==> src/rtl/sprite_line_fetch_if.sv <==
// ---------------------------------------------------------------------------
// sprite_line_fetch_if
// Bundle of the signals between the print engine / sprite memory / VGA pixel
// path (master side) and the sprite line fetcher (slave side).
//   sprite_on       master->slave  job request, level
//   sprite_datas    master->slave  32-bit sprite word
//   pixel_y         master->slave  current raster line
//   mem_data        master->slave  sprite memory read data (1-cycle latency)
//   memory_address  slave->master  sprite memory read address
//   pixel_color     slave->master  colour of the current pixel
//   pixel_col       slave->master  column index of pixel_color
//   pixel_valid     slave->master  pixel_color / pixel_col valid
//   count_finished  slave->master  one-cycle pulse when the line is done
//   busy            slave->master  fetcher not idle
// ---------------------------------------------------------------------------
interface sprite_line_fetch_if #(
    parameter int SIZE_X       = 10,
    parameter int SIZE_Y       = 10,
    parameter int SIZE_ADDRESS = 14,
    parameter int COLOR_W      = 9
);
    logic                    sprite_on;
    logic [31:0]             sprite_datas;
    logic [SIZE_Y-1:0]       pixel_y;
    logic [COLOR_W-1:0]      mem_data;
    logic [SIZE_ADDRESS-1:0] memory_address;
    logic [COLOR_W-1:0]      pixel_color;
    logic [SIZE_X-1:0]       pixel_col;
    logic                    pixel_valid;
    logic                    count_finished;
    logic                    busy;

    modport master (
        output sprite_on, sprite_datas, pixel_y, mem_data,
        input  memory_address, pixel_color, pixel_col, pixel_valid,
               count_finished, busy
    );

    modport slave (
        input  sprite_on, sprite_datas, pixel_y, mem_data,
        output memory_address, pixel_color, pixel_col, pixel_valid,
               count_finished, busy
    );
endinterface

==> src/rtl/sprite_line_fetch.sv <==
// ---------------------------------------------------------------------------
// sprite_line_fetch
// Consumer end of the print-engine sprite handshake. On a rising edge of
// sprite_on it latches the sprite word and raster line, works out which
// sprite row is on this raster line, walks that row in sprite memory one
// address per cycle and streams the returned colours to the pixel path.
// A one-cycle count_finished pulse marks the end of the line.
//
// Ports:
//   clk    in  system clock
//   reset  in  synchronous reset, active-high
//   bus    sprite_line_fetch_if.slave (handshake, memory and pixel signals)
//
// Sprite word: [29:20] x, [19:10] y, [4:0] id, [30] mirror, rest reserved.
// Optional feature macro: SPRITE_MIRROR_EN -- when defined, bit [30] of the
// sprite word reverses the address order of the line (pixel_col still counts
// in screen order). When undefined, bit [30] has no effect.
// ---------------------------------------------------------------------------
module sprite_line_fetch #(
    parameter int SIZE_X       = 10,
    parameter int SIZE_Y       = 10,
    parameter int SIZE_ADDRESS = 14,
    parameter int SPRITE_W     = 20,
    parameter int SPRITE_H     = 20,
    parameter int COLOR_W      = 9
) (
    input  logic               clk,
    input  logic               reset,
    sprite_line_fetch_if.slave bus
);

    typedef enum logic [2:0] {
        IDLE,
        CALC,
        FETCH,
        DRAIN,
        DONE
    } state_t;

    state_t                  state_reg, state_next;
    logic                    sprite_on_prev_reg;
    logic [9:0]              sprite_y_reg;
    logic [4:0]              sprite_id_reg;
    logic                    mirror_reg;
    logic                    background_reg;
    logic [SIZE_Y-1:0]       pixel_y_reg;
    logic [SIZE_ADDRESS-1:0] base_reg, base_next;
    logic [SIZE_ADDRESS-1:0] addr_reg, addr_next;
    logic [SIZE_X-1:0]       col_reg, col_next;
    logic                    pixel_valid_reg, pixel_valid_next;
    logic [SIZE_X-1:0]       pixel_col_reg, pixel_col_next;

    logic                    rise;
    logic [SIZE_Y-1:0]       row;
    logic                    skip_line;
    logic [31:0]             base_full;
    logic [SIZE_ADDRESS-1:0] base_calc;

    // Address of column c of the line starting at b; mirrored lines walk the
    // memory backwards while the column counter still runs forwards.
    function automatic logic [SIZE_ADDRESS-1:0] addr_of(
        input logic [SIZE_ADDRESS-1:0] b,
        input logic [SIZE_X-1:0]       c,
        input logic                    m
    );
        logic [SIZE_X-1:0] off;
        off = m ? (SIZE_X'(SPRITE_W - 1) - c) : c;
        return SIZE_ADDRESS'(32'(b) + 32'(off));
    endfunction

    assign rise = bus.sprite_on & ~sprite_on_prev_reg;

    // Row wraps mod 2^SIZE_Y, so a raster line above the sprite gives a huge
    // row value and falls into the skip path.
    assign row       = pixel_y_reg - SIZE_Y'(sprite_y_reg);
    assign skip_line = background_reg || (row >= SIZE_Y'(SPRITE_H));
    assign base_full = 32'(sprite_id_reg) * 32'(SPRITE_W * SPRITE_H)
                     + 32'(row) * 32'(SPRITE_W);
    assign base_calc = SIZE_ADDRESS'(base_full);

    always_comb begin
        state_next       = state_reg;
        base_next        = base_reg;
        addr_next        = addr_reg;
        col_next         = col_reg;
        pixel_valid_next = 1'b0;
        pixel_col_next   = pixel_col_reg;

        unique case (state_reg)
            IDLE: begin
                if (rise) begin
                    state_next = CALC;
                end
            end
            CALC: begin
                if (!bus.sprite_on) begin
                    state_next = IDLE;
                end else if (skip_line) begin
                    state_next = DONE;
                end else begin
                    base_next  = base_calc;
                    col_next   = '0;
                    addr_next  = addr_of(base_calc, '0, mirror_reg);
                    state_next = FETCH;
                end
            end
            FETCH: begin
                if (!bus.sprite_on) begin
                    state_next = IDLE;
                end else begin
                    // The address issued this cycle returns data next cycle,
                    // so tag that cycle's pixel with the current column.
                    pixel_valid_next = 1'b1;
                    pixel_col_next   = col_reg;
                    if (col_reg == SIZE_X'(SPRITE_W - 1)) begin
                        state_next = DRAIN;
                    end else begin
                        col_next  = col_reg + 1'b1;
                        addr_next = addr_of(base_reg, col_reg + 1'b1, mirror_reg);
                    end
                end
            end
            DRAIN: begin
                state_next = bus.sprite_on ? DONE : IDLE;
            end
            DONE: begin
                state_next = IDLE;
            end
            default: begin
                state_next = IDLE;
            end
        endcase
    end

    always_ff @(posedge clk) begin
        if (reset) begin
            state_reg          <= IDLE;
            sprite_on_prev_reg <= 1'b0;
            sprite_y_reg       <= '0;
            sprite_id_reg      <= '0;
            mirror_reg         <= 1'b0;
            background_reg     <= 1'b0;
            pixel_y_reg        <= '0;
            base_reg           <= '0;
            addr_reg           <= '0;
            col_reg            <= '0;
            pixel_valid_reg    <= 1'b0;
            pixel_col_reg      <= '0;
        end else begin
            state_reg          <= state_next;
            sprite_on_prev_reg <= bus.sprite_on;
            base_reg           <= base_next;
            addr_reg           <= addr_next;
            col_reg            <= col_next;
            pixel_valid_reg    <= pixel_valid_next;
            pixel_col_reg      <= pixel_col_next;
            if (state_reg == IDLE && rise) begin
                sprite_y_reg   <= bus.sprite_datas[19:10];
                sprite_id_reg  <= bus.sprite_datas[4:0];
                background_reg <= (bus.sprite_datas == 32'h0000_0001);
                pixel_y_reg    <= bus.pixel_y;
`ifdef SPRITE_MIRROR_EN
                mirror_reg     <= bus.sprite_datas[30];
`else
                mirror_reg     <= 1'b0;
`endif
            end
        end
    end

    // Memory data arrives one cycle after its address, exactly when
    // pixel_valid is high, so the colour is passed straight through and
    // forced to zero outside valid pixels.
    assign bus.memory_address = addr_reg;
    assign bus.pixel_color    = pixel_valid_reg ? bus.mem_data : '0;
    assign bus.pixel_col      = pixel_col_reg;
    assign bus.pixel_valid    = pixel_valid_reg;
    assign bus.count_finished = (state_reg == DONE);
    assign bus.busy           = (state_reg != IDLE);

endmodule
==> src/flat_wrapper.sv <==
// flat-port wrapper written by rule: the top's interface ports become plain ports
module sprite_line_fetch_flat 
#(
    parameter int SIZE_X       = 10,
    parameter int SIZE_Y       = 10,
    parameter int SIZE_ADDRESS = 14,
    parameter int SPRITE_W     = 20,
    parameter int SPRITE_H     = 20,
    parameter int COLOR_W      = 9
)
  (clk, reset, bus_sprite_on, bus_sprite_datas, bus_pixel_y, bus_mem_data, bus_memory_address, bus_pixel_color, bus_pixel_col, bus_pixel_valid, bus_count_finished, bus_busy);
  sprite_line_fetch_if #(.SIZE_X(SIZE_X), .SIZE_Y(SIZE_Y), .SIZE_ADDRESS(SIZE_ADDRESS), .COLOR_W(COLOR_W)) bus_i ();
  input  logic clk;
  input  logic reset;
  input wire logic [$bits(bus_i.sprite_on)-1:0] bus_sprite_on;
  input wire logic [$bits(bus_i.sprite_datas)-1:0] bus_sprite_datas;
  input wire logic [$bits(bus_i.pixel_y)-1:0] bus_pixel_y;
  input wire logic [$bits(bus_i.mem_data)-1:0] bus_mem_data;
  output wire logic [$bits(bus_i.memory_address)-1:0] bus_memory_address;
  output wire logic [$bits(bus_i.pixel_color)-1:0] bus_pixel_color;
  output wire logic [$bits(bus_i.pixel_col)-1:0] bus_pixel_col;
  output wire logic [$bits(bus_i.pixel_valid)-1:0] bus_pixel_valid;
  output wire logic [$bits(bus_i.count_finished)-1:0] bus_count_finished;
  output wire logic [$bits(bus_i.busy)-1:0] bus_busy;
  assign bus_i.sprite_on = bus_sprite_on;
  assign bus_i.sprite_datas = bus_sprite_datas;
  assign bus_i.pixel_y = bus_pixel_y;
  assign bus_i.mem_data = bus_mem_data;
  assign bus_memory_address = bus_i.memory_address;
  assign bus_pixel_color = bus_i.pixel_color;
  assign bus_pixel_col = bus_i.pixel_col;
  assign bus_pixel_valid = bus_i.pixel_valid;
  assign bus_count_finished = bus_i.count_finished;
  assign bus_busy = bus_i.busy;
  sprite_line_fetch #(.SIZE_X(SIZE_X), .SIZE_Y(SIZE_Y), .SIZE_ADDRESS(SIZE_ADDRESS), .SPRITE_W(SPRITE_W), .SPRITE_H(SPRITE_H), .COLOR_W(COLOR_W)) u_core (.clk(clk), .reset(reset), .bus(bus_i));
endmodule
==> config.mk <==
export PLATFORM = sky130hd
export DESIGN_NAME = sprite_line_fetch_flat
export DESIGN_NICKNAME = d
export VERILOG_FILES = /design/src/rtl/sprite_line_fetch_if.sv /design/src/rtl/sprite_line_fetch.sv /design/src/flat_wrapper.sv
export SDC_FILE = /design/constraint.sdc
export NUM_CORES = 1
export LEC_CHECK = 0
export CAP_MARGIN = 20
export CORE_UTILIZATION = 55
export CTS_BUF_LIST = sky130_fd_sc_hd__clkbuf_8
export DETAILED_ROUTE_END_ITERATION = 10
export MAX_ROUTING_LAYER = met4
export PLACE_DENSITY = 0.89
export SETUP_SLACK_MARGIN = 0.02
export SLEW_MARGIN = 10
export SYNTH_ARGS = -nofsm -noshare
export SYNTH_HDL_FRONTEND = slang
export SYNTH_SLANG_ARGS = --single-unit
==> constraint.sdc <==
create_clock -name clk -period 4.73 [get_ports clk]
set_input_delay 0.7095 -clock clk [delete_from_list [all_inputs] [get_ports clk]]
set_output_delay 0.7095 -clock clk [all_outputs]
set_load 0.02 [all_outputs]
==> reports/qor.csv, run 1 <==
metric,value,unit
async_reset_ff_frac,0,
path_max_fanout,4,
maxCapViolCount,0,
ys_seq_elements,75,
yosysTopAreaCell,dfxtp_1,
vias_per_cell,5.87,
dieArea,9880,sq um
relSlewSlack,0.394,
wl_met3,664,um
die_h,99.4,um
whs,0.457,ns
cp-start-kind,register,
first_pass_iters,4,
powerDensity,407,nW/um^2
fin_util,0.698,
antenna_found_initial,0,
run_status,"complete, no violations",
final_cells,846,
antenna_left,0,
cts_tree,done,
synth_top_area_share,0.288,
routed_wl,12900,um
placementRows,35,
fin_skew,0.00944,ns
worstSetupEndpoint,u_core.bus.memory_address[12],
drv_slew,0,
clockBufferDepth,2,
critical_path_required,5.03,ns
grt_max_degree,45,
dp_hpwl,9490,um
vdd_drop_max,257,uV
cts.sinks,75,
syn_nets,769,
hold_violations,0,
cts.htree.levels,3,
vias,4967,
clock-root-buffer,clkbuf_8,
fin_crit_sh,0.962,
layout_common_cells,"nand2_1 (95), clkdlybuf4s50_1 (88), a21oi_1 (82)",
yosysUniqueCellTypes,57,
p_leak,2.62,nW
r2r_cells,23,
num_antenna_cells,0,
avgSynthCellArea,8.01,sq um
dr.first_iter.drc_count,196,
port_buffers,89,
initial_core_util,0.568,
slowest_stage,fa_1,
gp_congestion,0.872,
setup_viol,0,
area_growth,23.0,%
grt_pass1_vias,4644,
worst_pin_slew,0.909,ns
synthTopCellsByArea,"dfxtp_1 (29%), ha_1 (14%), a21oi_1 (8.0%), nand2_1 (6.8%), xnor2_1 (4.2%)",
dp_cells,826,
post-route-min-period,4.55,ns
hold_class,register to register,
cp_common_cell,nor2_1,
syn_inst,652,
cp.arrival,4.84,ns
syn_area,5220,sq um
reg2reg_to,u_core.bus.memory_address[12],
die_w,99.4,um
fin_nets,847,
startpoint,u_core.pixel_y_reg[0],
wirelength_met1,5520,um
top_layer,met4,
io_pins,90,
wl_per_cell,15.3,um
crit_path_end_kind,register,
path_clk_slew,0.09,ns
coreArea,9200,sq um
worstSkewPairLatency,0.37,ns
max_freq,0.220,GHz
synthFlopType,dfxtp_1,
drc,0,
ys_warn_count,0,
synth.yosys.seq_area_share,0.288,
r2r-start,u_core.pixel_y_reg[0],
mostFrequentLayoutCell,nand2_1,
cts_inserted_buffers,9,
drive_gt1_frac,0.0626,
max_stage_delay,0.49,ns
routed-wl-met2,6400,um
crit_type,register to register,
rrSetupSlack,0.18,ns
path_cells,inv_1 -> ha_1 -> inv_1 -> fa_1 -> a211oi_2 -> nor2_1 -> xnor2_2 -> ha_1 -> inv_1 -> fa_1 -> nor2b_2 -> nor2_1 -> nor2_1 -> nor2_1 -> xnor2_1 -> ha_1 -> nand2_1 -> o211ai_1 -> a21o_1 -> a21oi_1 -> xor2_1 -> a211o_1 -> mux2i_1,
synth-edff-count,0,
grt_first_pass_wirelength,21000,um
overflow,0,
grt_use_total,0.271,
largest_reg_flops,14,
## routing by layer
layer / vias to the layer above / global-route usage
li1: 2438 / -
met1: 2322 / 0.327
met2: 173 / 0.456
met3: 34 / 0.0344
met4: 0 / 0.114
met5: - / -
## cells in the mapped netlist, drive strengths merged (13+ instances only)
cell	number
nand2	95
a21oi	83
dfxtp	75
ha	58
nor2	46
inv	35
clkbuf	25
xnor2	25
o21ai	24
xor2	20
and2	13
mux2i	13
## cell families after synthesis
family | after synthesis | share of synthesized area
and+or+nand+nor | 224 | 0.204
adders and majority gates | 63 | 0.158
AOI/OAI and AO/OA | 164 | 0.193
DFF | 75 | 0.288
xor gates and xnor gates | 46 | 0.0798
buffers and inverters | 67 | 0.0525
muxes | 13 | 0.0249
## through the flow
step	setup WS, ns	total power [mW]	area, sq um	TNS, ns
2_1_floorplan	0.460	1.69	5220	0
3_3_place_gp	0.182	1.96	6150	0
3_5_place_dp	-0.0813	2.00	6150	-0.0813
4_1_cts	0.0993	2.51	6360	0
5_1_grt	-0.0475	2.79	6420	-0.0821
6_report	0.182	2.61	6420	0
## layout make-up
class,instances,area (sq um)
clock buffers,9,124
clock inverters,7,70.1
well taps,111,139
flip-flops and latches,75,1500
repair buffers,99,961
multi-input cells,510,3490
fillers,726,2780
inverters,35,131
## worst max-delay path, delay by kind of cell, from the launching register on
family	cells	cell delay (ns)
adder cells (fa/ha/maj)	5	1.72
AND/OR/NAND/NOR	6	0.61
multiplexers	1	0.13
buffers and inverters	3	0.18
flip-flops	1	0.33
XOR/XNOR	3	0.45
AO/OA/AOI/OAI	5	1.03
## power breakdown
| part | internal [mW] | switching [mW] |
|---|---|---|
| sequential | 0.656 | 0.0195 |
| combinational | 0.651 | 0.792 |
| clock | 0.204 | 0.291 |
## worst min path at each step
stage / depth (start not counted) / slack [ns] / from / endpoint
after floorplan: 2 / 0.44 / u_core.pixel_y_reg[0] / u_core.pixel_y_reg[0]
after global placement: 2 / 0.44 / u_core.bus.pixel_col[5] / u_core.bus.pixel_col[5]
after detailed placement: 2 / 0.45 / u_core.bus.pixel_col[4] / u_core.bus.pixel_col[4]
after CTS: 2 / 0.46 / u_core.sprite_y_reg[3] / u_core.sprite_y_reg[3]
after global routing: 2 / 0.48 / u_core.bus.pixel_col[7] / u_core.bus.pixel_col[7]
final: 2 / 0.46 / u_core.bus.pixel_col[7] / u_core.bus.pixel_col[7]
## what timing repair did
action                                  in CTS  in global routing
hold buffers                                 0                  0
resized for setup                            2                  7
endpoints found under the setup margin       2                  6
endpoints found under the hold margin        0                  0
setup buffers                                0                  4
pin swaps                                    0                  4
No activity file was read; power rests on OpenSTA's default activity.
==> inputs of run 2 (changes only) <==
Settings changed: DONT_BUFFER_PORTS set to 1, PLACE_DENSITY 0.89 to 0.76, REMOVE_ABC_BUFFERS set to 1.
==> reports/qor.csv, run 2 (synthesis results as in run 1) <==
metric,value,unit,change
powerDensity,456,nW/um^2,+12%
dr.first_iter.drc_count,181,,-7.7%
port_buffers,0,,-100%
drc,0,,unchanged
crit_path_end_kind,register,,
slowest_stage,fa_1,,
placementRows,35,,unchanged
hold_violations,0,,unchanged
hold_class,input port to register,,
design_area,5510,sq um,-14%
cts.htree.levels,3,,unchanged
drv_slew,0,,unchanged
path_delay_family,adder cells,,
num_antenna_cells,0,,unchanged
antenna_found_initial,0,,unchanged
grt_max_degree,78,,+73%
cp_common_cell,ha_1,,
dieArea,9880,sq um,unchanged
dp_slack,-0.0428,ns,+0.0385 ns
fin_crit_sh,0.945,,-0.0169
grt_pass1_vias,4404,,-5.2%
clockBufferDepth,2,,unchanged
clock-root-buffer,clkbuf_8,,
vias_per_cell,5.99,,+2.1%
p_leak,2.27,nW,-13%
layout_common_cells,"nand2_1 (95), a21oi_1 (82), dfxtp_1 (75)",,
area_growth,5.47,%,
cp.arrival,4.76,ns,-0.08 ns
gp_congestion,0.923,,+5.9%
vias,4525,,-8.9%
worstSkewPairLatency,0.36,ns,about the same
io_pins,90,,unchanged
die_h,99.4,um,unchanged
coreArea,9200,sq um,unchanged
dpl_cell_area,5270,sq um,-14%
worst_pin_slew,1.06,ns,+0.153 ns
relSlewSlack,0.292,,-0.102
drive_gt1_frac,0.0668,,+0.00419
mostFrequentLayoutCell,nand2_1,,
fin_skew,0.0105,ns,+0.00102 ns
rsz0062_at_grt,yes,,
first_pass_iters,4,,unchanged
routed_wl,12100,um,-6.6%
cts.sinks,75,,unchanged
max_freq,0.224,GHz,+1.8%
initial_core_util,0.568,,unchanged
setup_viol,0,,unchanged
grt_use_total,0.258,,-0.0124
critical_path_required,5.02,ns,about the same
fin_ws,0.262,ns,+0.0801 ns
grt_first_pass_wirelength,20100,um,-4.5%
fin_util,0.599,,-0.0993
die_w,99.4,um,unchanged
crit_type,register to register,,
largest_reg_flops,14,,unchanged
vdd_drop_max,302,uV,+17%
path_max_fanout,4,,unchanged
path_cells,inv_1 -> ha_1 -> inv_1 -> fa_1 -> a211oi_2 -> nor2_1 -> xnor2_2 -> ha_1 -> ha_1 -> a21o_1 -> a21oi_2 -> xnor2_1 -> ha_1 -> o21a_1 -> a2111oi_4 -> nor3_2 -> xor2_1 -> mux2i_1 -> or3_1 -> a21oi_1,,
cp-start-kind,register,,
cts_tree,done,,
critPathBufInv,2,,-1
run_status,"complete, no violations",,
overflow,0,,unchanged
maxCapViolCount,0,,unchanged
finalPower,2.51,mW,-4.0%
dp_hpwl,8850,um,-6.8%
path_clk_slew,0.10,ns,about the same
max_stage_delay,0.43,ns,-0.06 ns
cts_inserted_buffers,9,,unchanged
wl_per_cell,16.0,um,+4.6%
fin_nets,756,,-11%
post-route-min-period,4.47,ns,-0.0801 ns
antenna_left,0,,unchanged
-- run 2: cell count changes in the layout (fill, tap and decap cells not counted) --
cell	before	now
clkinv_2	0	1
ha_2	0	1
clkinv_8	1	0
clkinv_4	2	0
buf_4	10	8
nor2b_2	1	0
clkdlybuf4s50_1	88	0
buf_2	1	0
clkinvlp_4	1	2
ha_1	58	57
nor2b_1	2	3
inv_6	2	3
-- run 2: per-layer routing --
| metal | vias to the layer above | global-route usage | part of all wire |
|---|---|---|---|
| li1 | 2255 | - | - |
| met1 | 2137 | 0.320 | 0.45 |
| met2 | 109 | 0.428 | 0.49 |
| met3 | 24 | 0.0443 | 0.039 |
| met4 | 0 | 0.0826 | 0.023 |
| met5 | - | - | 0 |
-- run 2: repair_timing --
item | CTS | global route
pin swaps | 0 | 2
gates resized for setup | 2 | 7
setup buffers | 0 | 2
endpoints found under the setup margin | 1 | 5
hold buffers | 0 | 0
-- run 2: metrics by stage --
stage	hold slack [ns]	setup TNS, ns	instances
final	0.403	0	755
after global routing	0.396	-0.0363	755
after CTS	0.399	0	753
after detailed placement	0.443	-0.0428	737
after global placement	0.437	0	737
after floorplan	0.430	0	620
-- run 2: final timing paths --
kind | startpoint | to | slack [ns] | depth (start not counted)
worst max-delay path | u_core.pixel_y_reg[0] | u_core.bus.memory_address[11] | 0.26 | 20
worst min-delay path | reset | u_core.pixel_y_reg[5] | 0.40 | 1
worst max register to register | u_core.pixel_y_reg[0] | u_core.bus.memory_address[11] | 0.26 | 20
worst min register to register | u_core.sprite_y_reg[7] | u_core.sprite_y_reg[7] | 0.45 | 2
-- run 2: area by class of cell --
cell class / instances / area [sq um]
Fill cell: 854 / 3690
Multi-Input combinational cell: 510 / 3490
Sequential cell: 75 / 1500
Tap cell: 111 / 139
Inverter: 35 / 131
Clock buffer: 9 / 124
Timing Repair Buffer: 8 / 60.1
Clock inverter: 7 / 57.6
-- run 2: where the power goes --
part | internal, mW | switching, mW
Clock | 0.199 | 0.285
Combinational | 0.578 | 0.759
Sequential | 0.656 | 0.0308
==> RTL change: new RTL, settings of run 2 <==
`SIZE_ADDRESS` is set to 14 in 3 places; all go to 28.
--- a/src/rtl/sprite_line_fetch_if.sv
+++ b/src/rtl/sprite_line_fetch_if.sv
@@ -16,7 +16,7 @@
 interface sprite_line_fetch_if #(
     parameter int SIZE_X       = 10,
     parameter int SIZE_Y       = 10,
-    parameter int SIZE_ADDRESS = 14,
+    parameter int SIZE_ADDRESS = 28,
     parameter int COLOR_W      = 9
 );
     logic                    sprite_on;
--- a/src/rtl/sprite_line_fetch.sv
+++ b/src/rtl/sprite_line_fetch.sv
@@ -19,7 +19,7 @@
 module sprite_line_fetch #(
     parameter int SIZE_X       = 10,
     parameter int SIZE_Y       = 10,
-    parameter int SIZE_ADDRESS = 14,
+    parameter int SIZE_ADDRESS = 28,
     parameter int SPRITE_W     = 20,
     parameter int SPRITE_H     = 20,
     parameter int COLOR_W      = 9
--- a/src/flat_wrapper.sv
+++ b/src/flat_wrapper.sv
@@ -3,7 +3,7 @@
 #(
     parameter int SIZE_X       = 10,
     parameter int SIZE_Y       = 10,
-    parameter int SIZE_ADDRESS = 14,
+    parameter int SIZE_ADDRESS = 28,
     parameter int SPRITE_W     = 20,
     parameter int SPRITE_H     = 20,
     parameter int COLOR_W      = 9
Interface: changed (resized bus_memory_address); port bits go from 90 to 104. The function was not compared with the original's and may differ.
==> RTL change against run 2 <==
- synthesized cell count rose by 9.2%
- sequential power grew 2%
- sequential share of layout area down 1.1 points
- total power up 12%
- sequential cell count rose by 5
- critical path depth is 1 higher
- design area grew 11%
- die area grew 7.6%
- core utilization grew 2.3 points
- setup slack got worse by 0.084 ns
- routed wire length increased by 9.3%
- critical path type unchanged
- area after synthesis is 7.8% higher
==> RTL change: results (changes against run 2) <==
- The flow ran to the end, and the final reports show no timing, DRC or antenna violations.
- The minimum clock period after layout is 4.55 ns (+0.0843 ns).
- The post-placement worst setup slack is -0.174 ns (-0.132 ns).
- The diode insertion count for antenna repair is 0 (unchanged).
- The total number of nets in the final design is 831 (+9.9%).
- The maximum cell stage delay along the critical path is 0.39 ns (-0.04 ns).
- The iteration count of the initial detailed-routing pass came to 6 (+2).
- The fraction of registers with async set/reset is 0 (unchanged).
- The synthesis warning total is 0 (unchanged).
- The first-pass GRT wire length is 20.9 mm (+4.3%).
- The tree is rooted in a clkbuf_8.
- The post-synthesis sequential area ratio was 0.285 (-0.00300).
- The clock latency of the later-clocked register in the worst-skew pair is 0.38 ns (+0.02 ns).
- The slack of the worst reg-to-reg path is 0.18 ns (-0.08 ns).
- The global placement routability congestion is 0.848 (-8.2%).
- The peak ir drop on the vdd network is 0.265 mV (-12%).
- The largest fanout of any net on the critical path came to 6 (+2).
- The leakage power is 0.00250 uW (+10%).
- On the critical path, the stage with the largest delay is an instance of fa_2.
- The slew at the pin closest to its max-slew limit was 0.789 ns (-0.273 ns).
- The flip-flop count of the largest register after layout is 15 (+1).
- The buffer levels on the longest clock path was 2 (unchanged).
- The initial antenna violation count is 0 (unchanged).
- The clock-pin slew on the worst setup and hold paths came to 0.10 ns (about the same).
- The HPWL after detailed placement is 9.50 mm (+7.3%).
- The filler cell count is 840 (-1.6%).
- After synthesis, the most frequently instantiated cells are nand2_1, a21oi_1, dfxtp_1.
- The reg-to-reg critical path endpoint is u_core.bus.memory_address[14].
- The overall routing resource usage was 0.261 (+0.00276).
- The number of library cell types mapped by synthesis is 62 (+8.8%).
- The count of H-tree levels built during CTS is 3 (unchanged).
- The beginning of the critical path is u_core.sprite_y_reg[1].
- In this run the worst hold path is classified as primary input to flop.
- Among all flip-flop cells after synthesis, the most frequent one is dfxtp_1.
- The critical path is of the flop to flop type.
- The number of global-route vias before repair is 4559 (+3.5%).
- The final routed wire length divided by cell count came to 15.5 um (-3.4%).
- The maximum number of pins on one net before global-route repair came to 78 (unchanged).
- The number of DRC violations after detailed-routing iteration 0 is 261 (+44%).
- The placed instance area is 5770 sq um (+9.5%).
- The CTS buffer count is 9 (unchanged).
- The count of input and output buffers is 0 (unchanged).
- The number of vias after detailed routing is 4947 (+9.3%).
- The arrival time of the worst setup path came to 4.83 ns (+0.07 ns).
- The clock skew after layout is 0.0150 ns (+0.00452 ns).
- The fraction of final layout cells with drive strength greater than 1 is 0.112 (+0.0456).
- By area the synthesized netlist is led by dfxtp_1, ha_1, a21oi_1.
- The logic depth of the worst register-to-register path was 21 (+5.0%).
-- RTL change: report_power, final --
group	switching [uW]	internal, uW
combinational	839	720
clock	292	249
sequential	14.1	689
-- RTL change: through the flow --
stage	std cells	TNS, ns	hold slack, ns
2_1_floorplan	677	0	0.430
3_3_place_gp	833	-0.0513	0.438
3_5_place_dp	833	-0.400	0.441
4_1_cts	849	-0.00926	0.383
5_1_grt	854	-0.0154	0.377
6_report	854	0	0.379
-- RTL change: cell families (layout without fill, tap and decap cells) --
family	after synthesis	after routing	synth area share
adder cells (fa/ha/maj)	61	61	0.142
buffers and inverters	74	73	0.0612
AO/OA/AOI/OAI	180	180	0.206
multiplexers	3	3	0.00534
flip-flops	80	80	0.285
AND/OR/NAND/NOR	270	270	0.233
XOR/XNOR	43	43	0.0669
other	1	11	0.000666
-- RTL change: routing by layer --
metal / vias to the layer above / track usage / part of all wire
met4: 0 / 0.107 / 0.019
met3: 23 / 0.0400 / 0.038
met1: 2307 / 0.330 / 0.47
li1: 2494 / - / -
met2: 123 / 0.416 / 0.47
met5: - / - / 0
-- RTL change: worst min path at each step --
stage                             end                    from  cells past startpoint  slack [ns]
6_report       u_core.bus.pixel_valid                   reset                      1        0.38
5_1_grt        u_core.bus.pixel_valid                   reset                      1        0.38
4_1_cts             u_core.col_reg[1]                   reset                      1        0.38
3_5_place_dp   u_core.sprite_y_reg[2]  u_core.sprite_y_reg[2]                      2        0.44
3_3_place_gp   u_core.sprite_y_reg[6]  u_core.sprite_y_reg[6]                      2        0.44
2_1_floorplan   u_core.pixel_y_reg[0]   u_core.pixel_y_reg[0]                      2        0.43
-- RTL change: worst max-delay path, delay by kind of cell, from the launching register on --
kind                       cells  cell delay (ns)
buffers and inverters          1             0.07
AOI/OAI and AO/OA              9             1.43
and+or+nand+nor                4             0.90
DFF                            1             0.34
adders and majority gates      5             1.44
xor gates and xnor gates       2             0.28
-- RTL change: what timing repair did --
item / CTS / global route
resized for setup: 5 / 21
setup buffers: 0 / 5
pin swaps: 2 / 22
endpoints found under the setup margin: 6 / 10
-- RTL change: final cells by class --
type	count	area, sq um	share of cell area
clock inverters	7	78.8	0.0129
clock buffers	9	124	0.0202
repair buffers	28	210	0.0343
inverters	29	109	0.0178
multi-input cells	568	3840	0.626
well taps	133	166	0.0271
flip-flops and latches	80	1610	0.262
